===== src/rtl/alu_exec_unit.sv =====
// alu_exec_unit: execute-stage ALU producing a registered result, NZCV flags,
// a one-cycle done pulse and a status-write strobe (s_out) for the flag register.
// The flag register samples on negedge clk, so s_out comes from posedge registers.
// Optional feature macro ALU_MUL_EN: when defined, exe_cmd 1010 runs a
// DATA_WIDTH-iteration shift-add multiplier with a start/busy/done handshake.
// When undefined, 1010 is an unknown code and busy is tied low.
module alu_exec_unit #(
   parameter int DATA_WIDTH = 32
) (
   input  logic                  clk,
   input  logic                  rst,
   input  logic                  start,
   input  logic [3:0]            exe_cmd,
   input  logic [DATA_WIDTH-1:0] val1,
   input  logic [DATA_WIDTH-1:0] val2,
   input  logic                  s_in,
   input  logic                  c_in,
   input  logic                  v_in,
   output logic [DATA_WIDTH-1:0] result,
   output logic                  n_out,
   output logic                  z_out,
   output logic                  c_out,
   output logic                  v_out,
   output logic                  s_out,
   output logic                  busy,
   output logic                  done
);

   localparam logic [3:0] CMD_MOV = 4'b0001;
   localparam logic [3:0] CMD_MVN = 4'b1001;
   localparam logic [3:0] CMD_ADD = 4'b0010;
   localparam logic [3:0] CMD_ADC = 4'b0011;
   localparam logic [3:0] CMD_SUB = 4'b0100;
   localparam logic [3:0] CMD_SBC = 4'b0101;
   localparam logic [3:0] CMD_AND = 4'b0110;
   localparam logic [3:0] CMD_ORR = 4'b0111;
   localparam logic [3:0] CMD_EOR = 4'b1000;
`ifdef ALU_MUL_EN
   localparam logic [3:0] CMD_MUL = 4'b1010;
`endif

   // Single-cycle evaluation; returns {N, Z, C, V, result}.
   // Subtraction is a + ~b + carry, so C=1 means "no borrow".
   function automatic logic [DATA_WIDTH+3:0] alu_eval(
      input logic [3:0]            cmd,
      input logic [DATA_WIDTH-1:0] a,
      input logic [DATA_WIDTH-1:0] b,
      input logic                  ci,
      input logic                  vi
   );
      logic [DATA_WIDTH:0]   sum;
      logic [DATA_WIDTH-1:0] bx;
      logic [DATA_WIDTH-1:0] res;
      logic                  cin;
      logic                  arith;
      logic                  co;
      logic                  ov;
      sum   = '0;
      bx    = b;
      res   = '0;
      cin   = 1'b0;
      arith = 1'b0;
      co    = ci;
      ov    = vi;
      case (cmd)
         CMD_MOV: res = b;
         CMD_MVN: res = ~b;
         CMD_ADD: arith = 1'b1;
         CMD_ADC: begin arith = 1'b1; cin = ci; end
         CMD_SUB: begin arith = 1'b1; bx = ~b; cin = 1'b1; end
         CMD_SBC: begin arith = 1'b1; bx = ~b; cin = ci; end
         CMD_AND: res = a & b;
         CMD_ORR: res = a | b;
         CMD_EOR: res = a ^ b;
         default: res = '0;
      endcase
      if (arith) begin
         sum = {1'b0, a} + {1'b0, bx} + {{DATA_WIDTH{1'b0}}, cin};
         res = sum[DATA_WIDTH-1:0];
         co  = sum[DATA_WIDTH];
         ov  = (a[DATA_WIDTH-1] == bx[DATA_WIDTH-1]) && (res[DATA_WIDTH-1] != a[DATA_WIDTH-1]);
      end
      return {res[DATA_WIDTH-1], (res == '0), co, ov, res};
   endfunction

`ifdef ALU_MUL_EN
   localparam int CNT_W = $clog2(DATA_WIDTH + 1);

   typedef enum logic [1:0] {IDLE, MUL, DONE} state_t;

   state_t                state;
   state_t                state_next;
   logic [DATA_WIDTH-1:0] acc;
   logic [DATA_WIDTH-1:0] mcand;
   logic [DATA_WIDTH-1:0] mplier;
   logic [CNT_W-1:0]      count;
   logic                  s_cap;
   logic                  c_cap;
   logic                  v_cap;
   logic                  mul_go;

   assign mul_go = start && (exe_cmd == CMD_MUL);

   // FSM state register
   always_ff @(posedge clk or posedge rst) begin
      if (rst) state <= IDLE;
      else     state <= state_next;
   end

   // FSM next state: MUL runs until the last iteration, then one DONE cycle
   always_comb begin
      state_next = state;
      case (state)
         IDLE:    if (mul_go) state_next = MUL;
         MUL:     if (count == CNT_W'(1)) state_next = DONE;
         DONE:    state_next = IDLE;
         default: state_next = IDLE;
      endcase
   end

   // Shift-add multiplier: capture operands in IDLE, one iteration per MUL cycle
   always_ff @(posedge clk or posedge rst) begin
      if (rst) begin
         acc    <= '0;
         mcand  <= '0;
         mplier <= '0;
         count  <= '0;
         s_cap  <= 1'b0;
         c_cap  <= 1'b0;
         v_cap  <= 1'b0;
      end else begin
         case (state)
            IDLE: if (mul_go) begin
               acc    <= '0;
               mcand  <= val1;
               mplier <= val2;
               count  <= CNT_W'(DATA_WIDTH);
               s_cap  <= s_in;
               c_cap  <= c_in;
               v_cap  <= v_in;
            end
            MUL: begin
               if (mplier[0]) acc <= acc + mcand;
               mcand  <= mcand << 1;
               mplier <= mplier >> 1;
               count  <= count - CNT_W'(1);
            end
            default: ;
         endcase
      end
   end

   // Registered outputs: single-cycle ops from IDLE, product from DONE
   always_ff @(posedge clk or posedge rst) begin
      if (rst) begin
         result <= '0;
         n_out  <= 1'b0;
         z_out  <= 1'b0;
         c_out  <= 1'b0;
         v_out  <= 1'b0;
         s_out  <= 1'b0;
         busy   <= 1'b0;
         done   <= 1'b0;
      end else begin
         done  <= 1'b0;
         s_out <= 1'b0;
         busy  <= (state == MUL);
         case (state)
            IDLE: if (start && !mul_go) begin
               {n_out, z_out, c_out, v_out, result} <= alu_eval(exe_cmd, val1, val2, c_in, v_in);
               done  <= 1'b1;
               s_out <= s_in;
            end
            DONE: begin
               result <= acc;
               n_out  <= acc[DATA_WIDTH-1];
               z_out  <= (acc == '0);
               c_out  <= c_cap;
               v_out  <= v_cap;
               done   <= 1'b1;
               s_out  <= s_cap;
            end
            default: ;
         endcase
      end
   end
`else
   assign busy = 1'b0;

   // Registered outputs: every accepted start completes in one cycle
   always_ff @(posedge clk or posedge rst) begin
      if (rst) begin
         result <= '0;
         n_out  <= 1'b0;
         z_out  <= 1'b0;
         c_out  <= 1'b0;
         v_out  <= 1'b0;
         s_out  <= 1'b0;
         done   <= 1'b0;
      end else begin
         done  <= 1'b0;
         s_out <= 1'b0;
         if (start) begin
            {n_out, z_out, c_out, v_out, result} <= alu_eval(exe_cmd, val1, val2, c_in, v_in);
            done  <= 1'b1;
            s_out <= s_in;
         end
      end
   end
`endif

endmodule


===== config.mk =====
export PLATFORM = sky130hd
export DESIGN_NAME = alu_exec_unit
export DESIGN_NICKNAME = d
export VERILOG_FILES = /design/src/rtl/alu_exec_unit.sv
export SDC_FILE = /design/constraint.sdc
export NUM_CORES = 1
export LEC_CHECK = 0
export CAP_MARGIN = 15
export CORE_MARGIN = 2
export CORE_UTILIZATION = 35
export CTS_BUF_LIST = sky130_fd_sc_hd__clkbuf_8
export DETAILED_ROUTE_END_ITERATION = 16
export PLACE_DENSITY_LB_ADDON = 0.05
export SLEW_MARGIN = 20
export SYNTH_ARGS = -nofsm -noshare
export SYNTH_HDL_FRONTEND = slang
export SYNTH_SLANG_ARGS = --single-unit

===== constraint.sdc =====
create_clock -name clk -period 1.2 [get_ports clk]
set_input_delay 0.24 -clock clk [delete_from_list [all_inputs] [get_ports clk]]
set_output_delay 0.24 -clock clk [all_outputs]
set_load 0.05 [all_outputs]

==> metrics.md, run 1 <==
| Metric | Value |
|---|---|
| Status | `finished, violations left` |
| Failing checks | `negative setup slack` |
| Hold-fix buffers, CTS | `0` |
| Routed WL | `23800 um` |
| Initial Utilization | `between 30% and 40%` |
| Crit Path Category | `input pin to flip-flop` |
| Num CTS Buffers | `5` |
| Synth cell types | `between 70 and 80` |
| Die ar. | `roughly 19000 sq um` |
| Reg clk slew, reported paths | `0.07 ns` |
| Antenna-violating nets left | `0` |
| Post-synthesis async set-or-reset flop share | `100%` |
| Placer Congestion | `approximately 0.90` |
| WHS | `0.310 ns` |
| Vias in the first global route | `7472` |
| Root buffer cell | `clkbuf_8` |
| Layout cell share with drive strength beyond 1 | `44.3%` |
| Syn_area_per_cell | `7.79 sq um` |
| Worst-margin pin slew | `~0.96 ns` |
| Max Cap Viol | `0` |
| Synthesized Nets | `~960` |
| CP Data Arrival Time | `3.79 ns` |
| H-tree Lvls | `2` |
| Required @ worst endpoint | `1.43 ns` |
| First-pass GRT wire length | `about 37000 um` |
| Count leader, synth | `ha_1` |
| Top cell type's share of synthesized area | `19.3%` |
| Relative slew slack | `35.8%` |
| Die Height | `roughly 140 um` |
| Post-route setup TNS | `-61.57 ns` |
| Post-DP HPWL | `18500 um` |
| Worst skew pair latency | `about 0.29 ns` |
| CP Launch Type | `input pin` |
| Commonest cells in the netlist | `ha_1, inv_1, a21oi_1` |
| DR vias/cell | `5.21` |
| Layout area overhead | `77.4%` |
| Tightest Hold Check Type | `input pin to async pin` |
| Ys Warns | `0` |
| PortBufs | `111` |
| NumNets Final | `1321` |
| Fmax | `~0.28 GHz` |
| Clock Sinks | `37` |
| Crit-path max FO | `4` |
| Post-Place Cells | `1327` |
| Pin count of the biggest net entering global routing | `87` |
| FF+latch count, synth | `37` |
| Synth area leader | `ha_1` |
| Initial drt markers | `274` |
| Grt total ovfl | `0` |
| Total number of vias | `around 7200` |
| Wire per inst | `17.3 um` |
| Fin worst setup slack | `-2.36 ns` |
| RSZ-0062 raised after global routing | `yes` |
| Final instance area | `10900 sq um` |
| Minimum clock period | `3.56 ns` |
| Die width | `137 um` |
| Area after DPL | `roughly 9700 sq um` |
| DRC viols | `0` |
| Kind of end point of the critical path | `flip-flop` |
| Post-synth EDFFs | `0` |
| Row cnt | `48` |
| Post-layout util | `63.3%` |
| Longest Clk Path Bufs | `2` |
| Main synth FF type | `dfrtp_1` |
| Post-synthesis cell count | `790` |
| Fin. max-slew vios | `0` |
| Finished Layout Cells | `1375` |
| Clock skew | `0 ns` |
| # IOs | `113` |
| Final period util | `297%` |
| # setup viols final | `35` |
| CTS tree | `done` |
| First-pass DRT Iterations | `6` |
| Diodes inserted | `0` |
| Sequential cell area fraction in the yosys report | `15.0%` |
| Max VDD drop | `0.000931 V` |
| Synth top area cells | `ha_1, dfrtp_1, xnor2_1` |
| P_leak | `between 5 and 6 nW` |
| Total track usage | `25.2%` |
| Area of the mapped netlist | `approximately 6000 sq um` |
| Initial antenna violation count | `0` |
| Endpoints failing hold | `0` |
| Core ar. | `17200 sq um` |
| Power per Cell Area | `between 800 and 900 nW/um^2` |
-- power by group --
group / switching (mW) / internal (mW) / leakage (nW)
Combinational: 3.29 / 3.53 / 4.68
Clock: 0.416 / 0.447 / 0.0485
Sequential: 0.215 / 1.43 / 0.447
Total: 3.92 / 5.40 / 5.17
-- registers in the layout, indices dropped and copies added (netlist names) --
register / count
z_out: 1
result: 32
s_out: 1
c_out: 1
done: 1
v_out: 1
-- layout make-up --
type                    count  area, sq um
inverters                  86          325
clock buffers               6         82.6
clock inverters             1         3.75
multi-input cells         620         5520
flip-flops and latches     37          927
well taps                 225          282
repair buffers            400         3770
fillers                  1474         6320
-- through the flow --
| stage | setup slack (ns) | power (mW) |
|---|---|---|
| 6_report | -2.36 | 9.33 |
| 5_1_grt | -2.57 | 9.91 |
| 4_1_cts | -2.38 | 8.99 |
| 3_5_place_dp | -3.17 | 7.48 |
| 3_3_place_gp | -3.08 | 7.41 |
| 2_1_floorplan | -2.82 | 4.55 |
-- layer usage --
layer,up-vias,share of wire [%],track usage (%)
met1,3457,41,29.4
met3,46,3.9,4.07
li1,3502,-,-
met5,-,0,0
met4,0,3.2,8.04
met2,160,52,46.7
-- worst max-delay path, stage by stage --
cell and delay, ns:
buf_8 0.11, nor2b_4 0.12, or4_4 0.52, fa_2 0.43
fa_2 0.35, and2b_2 0.25, buf_6 0.11, o22ai_4 0.06
xnor2_2 0.15, a221oi_2 0.26, nand3_1 0.16, nor4_2 0.31
nand4_1 0.21, nor4bb_4 0.33, a41o_1 0.20
-- placed cells by master, fill, tap and decap left out, types with 5 or more instances in the layout --
cell type	synthesis	final
o211ai_1	7	7
nand2_1	53	48
buf_12	0	41
clkbuf_8	0	6
nor2_1	63	58
nor3_1	7	5
mux2i_1	13	13
nand2b_1	7	6
dfrtp_1	37	36
a22o_1	6	6
xnor2_1	48	29
mux2_1	8	8
buf_6	2	17
a22oi_1	22	19
nand4_1	8	8
clkdlybuf4s50_1	0	67
o21ai_2	2	8
xnor2_2	0	17
o22ai_1	18	14
o21ai_1	7	7
a21o_1	15	15
buf_4	2	269
ha_2	0	5
inv_1	86	86
a211oi_1	10	7
mux2_2	23	19
a21oi_1	75	34
a21oi_2	1	38
o21ai_0	33	25
xor2_1	13	9
ha_1	95	86
-- timing repair --
item                                   in CTS  in global routing
pin swaps                                  77                 83
cloned                                      1                  0
resized for setup                         125                 72
buffers inserted                           40                 15
endpoints found under the hold margin       0                  0
setup endpoints to repair                  35                 37
-- path summary, 6_finish.rpt --
kind	slack [ns]	endpoint	start	cells past startpoint
setup / recovery	-2.36	z_out	exe_cmd[0]	15
hold / removal	0.31	result[1]	rst	3
setup reg to reg	0.30	z_out	z_out	2
hold reg to reg	0.58	result[10]	result[10]	1
max in group asynchronous	0.68	result[31]	rst	3
min in group clk	0.44	c_out	c_in	4
-- cell families (layout without fill, tap and decap cells) --
| group | Yosys count | after routing | share of synthesized area [%] |
|---|---|---|---|
| other cells | 1 | 1 | 0.0609 |
| mux | 44 | 44 | 7.79 |
| flops | 37 | 37 | 15.0 |
| compound gates | 242 | 242 | 26.3 |
| fa+ha+maj | 97 | 97 | 20.0 |
| xor+xnor | 61 | 61 | 8.68 |
| buf+inv | 133 | 493 | 8.82 |
| simple gates | 175 | 175 | 13.3 |
(Power assumes the default switching activity.)
==> inputs of run 2 (changes only) <==
CTS_CLUSTER_SIZE = 8   (was unset)
==> results of run 2 <==
Final layout, timing and power as in run 1 (identical DEF).
